### src/rtl/dct8_addr_gen.sv
// dct8_addr_gen: ping-pong RAM read/write address generator for the 4-stage 8-point memory-based DCT.
// Define DCT8_ADDR_CHECK_EN to build the {stage, index} sequence checker that drives err.
module dct8_addr_gen #(
    parameter int N         = 8,
    parameter int ADDR_W    = 3,
    parameter int PIPE_LAT  = 2,
    parameter bit BANK_INIT = 1'b0
) (
    input  logic              clk,
    input  logic              rst,
    input  logic              busy_i,
    input  logic [1:0]        stage_i,
    input  logic [2:0]        index_i,
    input  logic              flush_i,
    output logic              rd_en,
    output logic [ADDR_W:0]   rd_addr,
    output logic [4:0]        coef_idx,
    output logic              wr_en,
    output logic [ADDR_W:0]   wr_addr,
    output logic              last,
    output logic              err
);

    localparam int LAST_IDX = N - 1;

    logic [ADDR_W-1:0] w_rd_off;
    logic              w_rd_bank;
    logic              w_rd_vld;
    logic              w_last_tag;

    logic              r_rd_en;
    logic [ADDR_W:0]   r_rd_addr;
    logic [4:0]        r_coef_idx;
    logic              r_rd_last;

    logic [PIPE_LAT-1:0] r_dl_vld;
    logic [PIPE_LAT-1:0] r_dl_last;
    logic [ADDR_W:0]     r_dl_addr [PIPE_LAT];

    // Stage-specific read permutation of the sample index
    always_comb begin
        w_rd_off = index_i;
        case (stage_i)
            2'd0:    w_rd_off = {index_i[2], index_i[1:0] ^ {2{index_i[2]}}};
            2'd1:    w_rd_off = {index_i[2], index_i[1], index_i[1] ^ index_i[0]};
            2'd2:    w_rd_off = {index_i[0], index_i[1], index_i[2]};
            2'd3:    w_rd_off = index_i;
            default: w_rd_off = index_i;
        endcase
    end

    assign w_rd_bank  = stage_i[0] ^ BANK_INIT;
    assign w_rd_vld   = busy_i & ~flush_i;
    assign w_last_tag = w_rd_vld & (stage_i == 2'd3) & (index_i == 3'(LAST_IDX));

    // Read-side registers; the read address holds while the controller is idle
    always_ff @(posedge clk or posedge rst) begin
        if (rst) begin
            r_rd_en    <= 1'b0;
            r_rd_addr  <= {(ADDR_W+1){1'b0}};
            r_coef_idx <= 5'd0;
            r_rd_last  <= 1'b0;
        end else begin
            r_rd_en    <= w_rd_vld;
            r_rd_last  <= w_last_tag;
            r_coef_idx <= {stage_i, index_i};
            if (busy_i) begin
                r_rd_addr <= {w_rd_bank, w_rd_off};
            end else begin
                r_rd_addr <= r_rd_addr;
            end
        end
    end

    // Write delay line: entries enter with the bank already flipped; flush kills only valid/last bits
    always_ff @(posedge clk or posedge rst) begin
        if (rst) begin
            r_dl_vld  <= {PIPE_LAT{1'b0}};
            r_dl_last <= {PIPE_LAT{1'b0}};
            for (int k = 0; k < PIPE_LAT; k++) begin
                r_dl_addr[k] <= {(ADDR_W+1){1'b0}};
            end
        end else begin
            for (int k = PIPE_LAT - 1; k > 0; k--) begin
                r_dl_addr[k] <= r_dl_addr[k-1];
            end
            r_dl_addr[0] <= {~r_rd_addr[ADDR_W], r_rd_addr[ADDR_W-1:0]};
            if (flush_i) begin
                r_dl_vld  <= {PIPE_LAT{1'b0}};
                r_dl_last <= {PIPE_LAT{1'b0}};
            end else begin
                for (int k = PIPE_LAT - 1; k > 0; k--) begin
                    r_dl_vld[k]  <= r_dl_vld[k-1];
                    r_dl_last[k] <= r_dl_last[k-1];
                end
                r_dl_vld[0]  <= r_rd_en;
                r_dl_last[0] <= r_rd_last;
            end
        end
    end

    assign rd_en    = r_rd_en;
    assign rd_addr  = r_rd_addr;
    assign coef_idx = r_coef_idx;
    assign wr_en    = r_dl_vld[PIPE_LAT-1];
    assign wr_addr  = r_dl_addr[PIPE_LAT-1];
    assign last     = r_dl_last[PIPE_LAT-1];

`ifdef DCT8_ADDR_CHECK_EN
    logic       r_chk_prev;
    logic [4:0] r_chk_next;
    logic       r_err;
    logic [4:0] w_chk_exp;
    logic       w_chk_bad;

    // A run that starts after an idle cycle must begin at {0,0}
    always_comb begin
        w_chk_exp = 5'd0;
        if (r_chk_prev) begin
            w_chk_exp = r_chk_next;
        end else begin
            w_chk_exp = 5'd0;
        end
    end

    assign w_chk_bad = busy_i & ({stage_i, index_i} != w_chk_exp);

    // Sequence tracker; the 5-bit increment wraps index into stage and stage 3 back to 0
    always_ff @(posedge clk or posedge rst) begin
        if (rst) begin
            r_chk_prev <= 1'b0;
            r_chk_next <= 5'd0;
            r_err      <= 1'b0;
        end else if (flush_i) begin
            r_chk_prev <= 1'b0;
            r_chk_next <= 5'd0;
            r_err      <= 1'b0;
        end else begin
            r_chk_prev <= busy_i;
            if (busy_i) begin
                r_chk_next <= {stage_i, index_i} + 5'd1;
            end else begin
                r_chk_next <= r_chk_next;
            end
            if (w_chk_bad) begin
                r_err <= 1'b1;
            end else begin
                r_err <= r_err;
            end
        end
    end

    assign err = r_err;
`else
    assign err = 1'b0;
`endif

endmodule

### config.mk
export PLATFORM = sky130hd
export DESIGN_NAME = dct8_addr_gen
export DESIGN_NICKNAME = d
export VERILOG_FILES = /design/src/rtl/dct8_addr_gen.sv
export SDC_FILE = /design/constraint.sdc
export NUM_CORES = 1
export LEC_CHECK = 0
export ABC_CLOCK_PERIOD_IN_PS = 900
export CORE_ASPECT_RATIO = 0.9
export CORE_MARGIN = 5
export CORE_UTILIZATION = 30
export CTS_BUF_LIST = sky130_fd_sc_hd__clkbuf_8 sky130_fd_sc_hd__clkbuf_16
export DETAILED_ROUTE_END_ITERATION = 8
export PLACE_DENSITY = 0.59
export SYNTH_ARGS = -nofsm -noshare
export SYNTH_HDL_FRONTEND = slang
export SYNTH_SLANG_ARGS = --single-unit
### constraint.sdc
create_clock -name clk -period 0.9 [get_ports clk]
set_clock_uncertainty 0.05 [all_clocks]
set_input_delay 0.09 -clock clk [delete_from_list [all_inputs] [get_ports clk]]
set_output_delay 0.09 -clock clk [all_outputs]
set_load 0.02 [all_outputs]
## Word-level counts from Yosys, hierarchy flattened

Cells that the tools add are included.

| storage, ports and cells | value |
|---|---|
| bits in latches | 0 |
| RAM bits | 0 |
| memory bits (read-only) | 0 |
| memories kept | 0 |
| register bits after elaboration | 23 |
| logic and storage cells | 23 |

| cells by class | value |
|---|---|
| $add $sub $neg | 0 |
| bitwise logic cells | 7 |
| div/mod/pow operators | 0 |
| muxes and demuxes | 3 |
| reductions and logical operators | 1 |
| multiply operators | 0 |
| shift operators | 0 |
| order comparisons | 0 |
| equal/unequal tests | 4 |

Operators by type and width:

| cell | count |
|---|---|
| $pmux 3 s4 | 1 |
| $eq 2x2->1 const B | 2 |
| $mux 2 | 2 |
| $and 1x1->1 | 3 |
| $eq 3x3->1 const B | 1 |
| $eq 2x1->1 const B | 1 |
| $logic_not 2->1 | 1 |
| $not 1->1 | 2 |
| $xor 2x2->2 | 1 |
| $xor 1x1->1 | 1 |

## Longest topological paths before layout

| logic depth | value |
|---|---|
| word-level depth | 4 |
| mapped depth | 4 |
| gate-level depth less buffers | 4 |

## Worst setup path before layout

No wires, ideal clock.

| timing | value |
|---|---|
| kind | input -> register |
| start | input port index_i[0] |
| end | register r_rd_addr[0], in the netlist rd_addr[0] |
| slack | -0.061 ns |
| stages | 4 |
| path buffers | 0 |
| arrival time | 0.777 ns |
| library setup time | 0.134 ns |
| path through | ha_1 mux2_1 nand3_1 o311ai_1 |

| between the ends | value |
|---|---|
| word-level cells in the longest chain between the ends | 2 |
| elaborated cells between the ends (all ways) | 3 |
| classes of those cells | mux (1); bitwise (2) |

RTL lines:

| item | line | source |
|---|---|---|
| start: declaration | 13 | `input logic [2:0] index_i,` |
| $xor 1x1->1 / $xor 2x2->2 (equally long branches) | 45, 44 |  |
| $pmux 3 s4 (*) | 43 | `case (stage_i)` |
| end signal: assignment | 60 | `r_rd_addr <= {(ADDR_W+1){1'b0}};` |
| end signal: assignment | 68 | `r_rd_addr <= {w_rd_bank, w_rd_off};` |
| end signal: assignment | 70 | `r_rd_addr <= r_rd_addr;` |
| end: declaration | 32 | `logic [ADDR_W:0] r_rd_addr;` |

Mark *: on every way between the ends. The rest lies on a longest branch, timed or not.
A chain may end at the register's enable or synchronous reset.

## Final worst setup path

| timing | value |
|---|---|
| start | register r_rd_en, in the netlist rd_en |
| end | output port rd_en |

RTL lines:

| item | line | source |
|---|---|---|
| start: declaration | 31 | `logic r_rd_en;` |
| start signal: assignment | 64 | `r_rd_en <= w_rd_vld;` |
| end: declaration | 15 | `output logic rd_en,` |

No word-level cell between the ends.

==> impl_results.md <==
* Max Slew Vio Count at 0
* Design Area, Final at 0.00122 mm²
* DRC at 0
* I/O pin total at 26
* Status: finished with violations
* Critical path type: flop to output port
* Clock-pin slew on the worst setup and hold paths at 0.08 ns
* Top-count cell post-synth: dfrtp_1
* Family with the most delay on the worst path: flip-flops
* DIE AREA at 0.00379 mm²
* Synth area leaders: dfrtp_1 (72%), buf_4 (4.7%), nor2b_1 (3.1%)
* I/O Buffers at 24
* Post-CTS Hold Buffers at 0
* Number of global-route vias before repair at 472
* Max Freq at 1.07 GHz
* Yosys top cell area share at 0.721
* Final Non-Filler Cells at 118
* Worst Path Arrival at 0.80 ns
* Antenna viol nets, final at 0
* Max-Cap Viols at 0
* Inserted Diodes at 0
* # setup viols final at 15
* CTS tree: built
* Leakage at 0.591 nW
* Worst setup SP type: flop
* Hold Crit Class: input pin to flop
* Asr flop ratio synth at 1.00
* GRT Total Usage at 0.0826
* Final hold violation count at 0
* FF+latch count, synth at 23
* Largest net degree at the start of global routing at 24
* Cell taking the most area after synthesis: dfrtp_1
* Top_reg_cell synth: dfrtp_1
* Vias per cell at 4.15
* Placement Cell Area at 0.00114 mm²
* # rows at 17
* Starting Density at 0.318
* Commonest cells in the netlist: dfrtp_1 (23), buf_4 (5), nor2b_1 (4), inv_1 (3), nor2_1 (3)
* Worst Hold Slack at 0.0537 ns
* Routed WL at 1.37 mm
* Sinks on Clock Net at 23
* RD Place Congestion at 0.729
* Minimum clock period after layout at 0.937 ns
* WP buf/inv at 1
* Die extent in x at 64.4 µm
* Mapped Area at 798 µm²
* CTS Buf Count at 3
* DR iter-0 viols at 7
* Tcrit/Tclk final at 1.04
* # nets final at 101
* Worst-Skew Late Latency at 0.26 ns
* Root Driver: clkbuf_8
* Worst path slowest cell: dfrtp_1
* CTS H-tree depth at 1
* Final TNS setup at -0.205 ns
* Yosys warns at 0
* Worst setup margin at -0.0366 ns
* Max incr delay on CP at 0.40 ns
* Number of flops mapped to enable cells by yosys at 0
* Via count at 490
* Worst Setup End Kind: output port
* Synth cell types at 20
* Worst Path Required at 0.76 ns
* Post-Syn Instances at 57
* Violated checks: setup timing
* Area growth, synth to finish at 52.8%
* Global route overflow at 0
* Avg Inst Size Synth at 14.0 µm²
* Dpl cells at 113
* Post-DP HPWL at 1.02 mm
* First-pass GRT wire length at 2.33 mm
* WL per Instance at 11.6 µm
* DIE HEIGHT at 58.9 µm
* Cell Pwr Density at 1770 mW/mm²
* Cells along the critical path: buf_6
* Worst Path Max Fanout at 2
* Deepest clock path buffer count at 2
* Ratio of cells with drive above 1 in the final layout at 0.422
* Register area share after synthesis at 0.721
* Core area at 0.00251 mm²
* Worst VDD drop at 0.867 mV
* First-pass iteration count of the detailed router at 2
* Unrepaired setup endpoints after global routing: yes
* Initial antenna violation count at 0
* Synthesized net count at 67
==> layer usage <==
layer / wire, µm / vias to the layer above / GRT usage
li1: - / 242 / -
met1: 619 / 227 / 0.105
met2: 627 / 19 / 0.118
met3: 112 / 2 / 0.0477
met4: 8 / 0 / 0.0271
met5: 0 / - / 0
==> repair_timing <==
action,4_1_cts,5_1_grt
resized for setup,100,6
setup endpoints to repair,19,20
hold endpoints to repair,0,0
pin swaps,0,3
buffers inserted,1,0
==> through the flow <==
step | setup slack (ns) | utilization | power, mW
6_report | -0.0366 | 0.486 | 2.16
3_3_place_gp | -0.524 | 0.454 | 1.54
5_1_grt | -0.0795 | 0.486 | 2.28
4_1_cts | -0.0473 | 0.483 | 2.19
3_5_place_dp | -0.534 | 0.454 | 1.55
2_1_floorplan | 0.0233 | - | 1.34
==> cell type report <==
cell class | count | area (µm²)
clock buffers | 3 | 41.3
clock inverters | 1 | 5.00
fillers | 224 | 1290
inverters | 3 | 11.3
multi-input cells | 25 | 196
flip-flops and latches | 23 | 576
well taps | 28 | 35.0
repair buffers | 35 | 355
==> cell families (layout without fill, tap and decap cells) <==
| family | after synthesis | after routing | share of synthesized area |
|---|---|---|---|
| other | 1 | 1 | 0.00470 |
| and+or+nand+nor | 15 | 15 | 0.113 |
| xor gates and xnor gates | 2 | 2 | 0.0219 |
| muxes | 2 | 2 | 0.0266 |
| buffers and inverters | 9 | 42 | 0.0674 |
| DFF | 23 | 23 | 0.721 |
| adders and majority gates | 1 | 1 | 0.0157 |
| AOI/OAI and AO/OA | 4 | 4 | 0.0298 |
==> worst paths after layout <==
check	start	endpoint	slack [ns]	depth (start not counted)
min in group asynchronous	rst	wr_addr[2]	0.10	3
setup / recovery	rd_en	rd_en	-0.04	1
hold / removal	index_i[0]	coef_idx[0]	0.05	2
setup reg to reg	rd_addr[1]	rd_addr[1]	0.05	3
max in group asynchronous	rst	coef_idx[3]	0.56	3
hold reg to reg	r_dl_addr[7]	wr_addr[3]	0.30	0
==> layout by cell type, fill, tap and decap left out, types with 2 or more instances in the layout <==
master / n
dfrtp_1: 23
buf_6: 16
buf_4: 10
nor2b_1: 4
inv_1: 3
nor2_1: 3
clkbuf_8: 3
clkdlybuf4s50_1: 3
nor2b_2: 2
xnor2_1: 2
nand2_1: 2
a21oi_1: 2
clkdlybuf4s15_1: 2
dlymetal6s2s_1: 2
==> sequential cells by signal (all words and copies together) (netlist names) <==
name and count:
r_rd_last 1, rd_en 1, wr_addr 4, r_dl_last 2
r_dl_vld 2, r_dl_addr 4, coef_idx 5, rd_addr 4
==> where the power goes <==
part | switching [mW] | leakage (nW) | internal (mW)
Sequential | 0.0347 | 0.278 | 1.11
Clock | 0.310 | 0.0255 | 0.308
Combinational | 0.187 | 0.288 | 0.216
(Power assumes the default switching activity.)
